### config.mk
export PLATFORM = sky130hd
export DESIGN_NAME = instruction_loader
export DESIGN_NICKNAME = d
export VERILOG_FILES = /design/src/rtl/instruction_loader.sv
export SDC_FILE = /design/constraint.sdc
export NUM_CORES = 1
export LEC_CHECK = 0
export ABC_CLOCK_PERIOD_IN_PS = 4100
export BUFFER_PORTS_ARGS = -buffer_cell sky130_fd_sc_hd__buf_2
export CORE_MARGIN = 3
export CORE_UTILIZATION = 35
export CTS_CLUSTER_DIAMETER = 120
export DETAILED_ROUTE_END_ITERATION = 16
export SLEW_MARGIN = 20
export SYNTH_ARGS = -nofsm -noshare
export SYNTH_HDL_FRONTEND = slang
export SYNTH_SLANG_ARGS = --single-unit
### constraint.sdc
create_clock -name clk -period 4.1 [get_ports clk]
set_input_delay 0.205 -clock clk [delete_from_list [all_inputs] [get_ports clk]]
set_output_delay 0.205 -clock clk [all_outputs]
set_load 0.02 [all_outputs]
### src/rtl/instruction_loader.sv
// Program-store writer: takes a header/instruction/checksum byte stream and
// packs it into 32-bit words. The sequencer reads those words through a registered port.
module instruction_loader #(
    parameter int DEPTH  = 32,
    parameter int ADDR_W = 5
) (
    input  logic              clk,
    input  logic              reset_n,
    input  logic              load_start,
    input  logic              byte_valid,
    input  logic [7:0]        byte_data,
    output logic              byte_ready,
    input  logic [ADDR_W-1:0] fetch_addr,
    output logic [31:0]       fetch_instr,
    output logic [ADDR_W:0]   loaded_count,
    output logic              busy,
    output logic              load_done,
    output logic              load_error
);

    localparam logic [2:0] S_IDLE = 3'd0;
    localparam logic [2:0] S_HDR  = 3'd1;
    localparam logic [2:0] S_DATA = 3'd2;
    localparam logic [2:0] S_CSUM = 3'd3;
    localparam logic [2:0] S_DONE = 3'd4;
    localparam logic [2:0] S_ERR  = 3'd5;

    localparam logic [7:0]      DEPTH_B = 8'(DEPTH);
    localparam logic [ADDR_W:0] CNT_ONE = (ADDR_W+1)'(1);

    logic [2:0]        state;
    logic [ADDR_W:0]   word_total;
    logic [ADDR_W-1:0] wr_addr;
    logic [1:0]        byte_idx;
    logic [7:0]        checksum;
    logic [23:0]       word_shift;
    logic [31:0]       mem [DEPTH];
    logic              accept;
    logic              word_write;
    logic [ADDR_W:0]   count_next;

    assign busy       = (state == S_HDR) || (state == S_DATA) || (state == S_CSUM);
    assign byte_ready = busy;
    assign load_done  = (state == S_DONE);
    assign load_error = (state == S_ERR);
    assign accept     = byte_valid && byte_ready;
    assign word_write = (state == S_DATA) && accept && (byte_idx == 2'd3);
    assign count_next = loaded_count + CNT_ONE;

    always_ff @(posedge clk or negedge reset_n) begin
        if (!reset_n) begin
            state        <= S_IDLE;
            word_total   <= '0;
            wr_addr      <= '0;
            byte_idx     <= '0;
            checksum     <= '0;
            word_shift   <= '0;
            loaded_count <= '0;
        end else begin
            case (state)
                S_IDLE, S_DONE, S_ERR: begin
                    if (load_start) state <= S_HDR;
                end
                S_HDR: begin
                    if (accept) begin
                        // A rejected header still starts a fresh (empty) session count.
                        loaded_count <= '0;
                        if ((byte_data == 8'd0) || (byte_data > DEPTH_B)) begin
                            state <= S_ERR;
                        end else begin
                            word_total <= byte_data[ADDR_W:0];
                            wr_addr    <= '0;
                            byte_idx   <= '0;
                            checksum   <= '0;
                            state      <= S_DATA;
                        end
                    end
                end
                S_DATA: begin
                    if (accept) begin
                        checksum <= checksum + byte_data;
                        byte_idx <= byte_idx + 2'd1;
                        if (byte_idx == 2'd3) begin
                            wr_addr      <= wr_addr + ADDR_W'(1);
                            loaded_count <= count_next;
                            if (count_next == word_total) state <= S_CSUM;
                        end else begin
                            word_shift <= {word_shift[15:0], byte_data};
                        end
                    end
                end
                S_CSUM: begin
                    if (accept) state <= (byte_data == checksum) ? S_DONE : S_ERR;
                end
                default: state <= S_IDLE;
            endcase
        end
    end

    // Read returns the pre-write word when fetch_addr hits the word being written.
    always_ff @(posedge clk or negedge reset_n) begin
        if (!reset_n) begin
            for (int i = 0; i < DEPTH; i++) mem[i] <= '0;
            fetch_instr <= '0;
        end else begin
            if (word_write) mem[wr_addr] <= {word_shift, byte_data};
            fetch_instr <= mem[fetch_addr];
        end
    end

endmodule

==> out/metrics.csv <==
stage,metric,value,unit
critical_path,r2r-end,mem[505],
critical_path,start_kind,flip-flop,
cts,clk_pin_slew,60,ps
sta,min_period,3140,ps
logic_synthesis,synth_edf_count,0,
detailed_routing,first_pass_iters,5,
cts,ctsHtreeMaxLevel,3,
sta,hold_viol,0,
sta,fmax,0.318,GHz
logic_synthesis,synth_cell_types,52,
floorplan,io_pins,59,
logic_synthesis,synthesis.nets,3029,
logic_synthesis,yosys.area_share.simple,0.00995,
critical_path,critPathRequiredTime,4700,ps
grt,grt_pass1_vias,28100,
logic_synthesis,ys_seq_area_frac,0.558,
critical_path,critPathBufInv,2,
grt,grt_overflow,0,
critical_path,path_max_fanout,19,
critical_path,r2r_slack,960,ps
logic_synthesis,yosys_warnings,0,
cts,cts_sinks,1110,
hold_path,min_path_type,in2reg,
grt,grt_pass1_wl,186,mm
sta,period_share,0.766,
placed_design,port_buffers,58,
detailed_routing,drt-initial-drc-count,1571,
detailed_routing,ant_nets,0,
job,maxCapViolCount,0,
sta,whs,185,ps
critical_path,reg2reg_depth,6,
floorplan,start_util,0.355,
final_layout,area.growth.synth_to_final,13.0,%
logic_synthesis,netlist_instances,2998,
critical_path,crit_type,reg2reg,
cts,cts_tree,built,
logic_synthesis,synth_xor_area_frac,0.00276,
sta,maxSlewViolCount,0,
grt,antenna_found_initial,3,
sta,max_slew.worst_pin.slew,1160,ps
final_layout,final_cell_mix,"1102 x dfrtp_1, 1088 x mux2_2, 320 x mux4_2",
cts,clock_path_buffers,3,
logic_synthesis,synth_ff_type,dfrtp_1,
logic_synthesis,syn_area,0.0498,mm2
logic_synthesis,synthMuxAreaShare,0.391,
logic_synthesis,synth-seq-cells,1110,
hold_path,hp-start,byte_valid,
sta,finalClockSkew,27.0,ps
power_and_ir_drop,p_comb_frac,0.054,
power_and_ir_drop,sw_frac_of_total,0.237,
power_and_ir_drop,seqPwrFrac,0.482,
floorplan,die_w,383,um
final_layout,diodes,0,
sta,relSlewSlack,0.224,
final_layout,final_common_cell,dfrtp_1,
critical_path,cp_slowest_stage_delay,600,ps
hold_path,hold_end,state[1],
outcome,status,completed,
cts,cts_setup_buffers,0,
detailed_routing,vias,26300,
sta,rsz0062_at_grt,no,
logic_synthesis,syn_area_per_cell,16.6,um2
final_layout,fin_nets,2997,
detailed_routing,via_per_inst,5.32,
cts,cts_root_buf,clkbuf_16,
floorplan,fp.coreArea,0.140,mm2
grt,grt_use_total,0.169,
critical_path,crit_path_frequent_cell,buf_4,
detailed_routing,wl_per_cell,24.6,um
power_and_ir_drop,internal_power,18000,uW
logic_synthesis,synthAdderAreaFrac,0.00367,
cts,numCtsBuffers,114,
critical_path,path_delay_family,simple AND/OR/NAND/NOR gates,
sta,finalSetupTns,0,ps
critical_path,crit_slowest_cell,nand2_2,
floorplan,dieArea,0.147,mm2
power_and_ir_drop,power_density,420,mW/mm2
placed_design,place_congestion,0.725,
grt,grt_max_degree,115,
power_and_ir_drop,ir_worst_vdd,347,uV
detailed_routing,drt-total-wl,122,mm
power_and_ir_drop,switchingPower,5600,uW
logic_synthesis,async_flop_share,1.00,
cts,clk_latency,730,ps
power_and_ir_drop,clkPwrFrac,0.464,
logic_synthesis,synth_top_family_by_area,multiplexers,
final_layout,drive_gt1_frac,0.585,
sta,setup_viol,0,
floorplan,die_h,383,um
logic_synthesis,synth_compound_area_frac,0.00882,
critical_path,worstPathCellList,and4bb_2 -> buf_4 -> and3_1 -> nand2_2 -> buf_4 -> mux2_2,
critical_path,r2r-start,state[2],
critical_path,critPathArrivalTime,3740,ps
hold_path,whs_path_depth,6,
floorplan,row_count,137,
power_and_ir_drop,p_leak,0.0275,uW
detailed_routing,route.detailed.drc,0,
placed_design,hpwl,69.9,mm
critical_path,end_kind,flip-flop,
through the flow:
step	util	setup slack [ps]	cells	instance area [um2]	power, uW
detailed placement	0.372	983	4724	52300	12900
global placement	0.372	985	4724	52300	12900
floorplan	-	2010	2998	49800	12300
CTS	0.401	968	4939	56300	24000
global route	0.401	799	4939	56300	24500
finish	0.401	959	4939	56300	23600
area by class of cell:
type | count | area [um2]
Multi-Input combinational cell | 1595 | 20800
Inverter | 3 | 11.3
Clock inverter | 45 | 523
Tap cell | 1876 | 2350
Sequential cell | 1110 | 27800
Timing Repair Buffer | 142 | 1320
Fill cell | 12700 | 84100
Clock buffer | 168 | 3470
registers in the layout, summed over array words and instances (netlist names):
register / cells
fetch_instr: 32
loaded_count: 6
word_shift: 24
word_total: 6
wr_addr: 5
state: 3
byte_idx: 2
checksum: 8
mem: 1024
worst max-delay path by stage:
stage,start,end,depth (start not counted)
floorplan,fetch_addr[0],fetch_instr[0],6
global placement,state[2],mem[446],6
detailed placement,state[2],mem[508],6
CTS,state[2],mem[501],6
global route,state[1],mem[502],6
finish,state[2],mem[505],6
power groups by stage:
stage / combinational, uW / clock, uW / sequential [uW]
3_5_place_dp: 1300 / 0 / 11600
3_3_place_gp: 1300 / 0 / 11600
6_report: 1270 / 11000 / 11400
2_1_floorplan: 940 / 0 / 11300
4_1_cts: 1310 / 11300 / 11400
5_1_grt: 1410 / 11700 / 11400
logic make-up (layout without fill, tap and decap cells):
group                    after synthesis  count (layout)
buffers and inverters                293             358
adder cells (fa/ha/maj)               14              14
flip-flops                          1110            1110
XOR/XNOR                              14              14
AND/OR/NAND/NOR                       95              95
AO/OA/AOI/OAI                         64              64
multiplexers                        1408            1408
cells in the mapped netlist, drive strengths merged (4+ instances only):
library cell	instances	area (um2)
nand3	5	25.0
clkbuf	148	556
mux4	320	7210
xor2	5	43.8
a22o	7	61.3
nand2	44	165
a21oi	11	55.1
o21ai	19	95.1
nor2	5	18.8
and3	6	37.5
mux2	1088	12300
o21a	5	37.5
nor3	7	40.0
nor2b	4	25.0
ha	13	163
xnor2	8	70.1
buf	142	762
dfrtp	1110	27800
or3	4	25.0
worst min-delay path, stage by stage:
cell and delay [ps]:
buf_2 120, a21o_1 150, nand2_1 60, a32oi_1 130, a21oi_1 120, o21ai_0 80
timing repair:
item / in CTS / in global routing
endpoints found under the setup margin: 0 / 0
hold buffers: 2 / 0
gates resized for setup: 0 / 0
hold endpoints to repair: 78 / 0
routing by layer:
metal  wire length [um]  global-route usage  vias to the layer above  part of all wire
met1              55100               0.232                    14500              0.45
met2              58800               0.274                      413              0.48
met4               2780              0.0462                        2             0.023
met3               4900              0.0305                      155             0.040
li1                   -                   -                    11200                 -
met5                 13                   0                        -           0.00011
No activity file was read; power rests on OpenSTA's default activity.
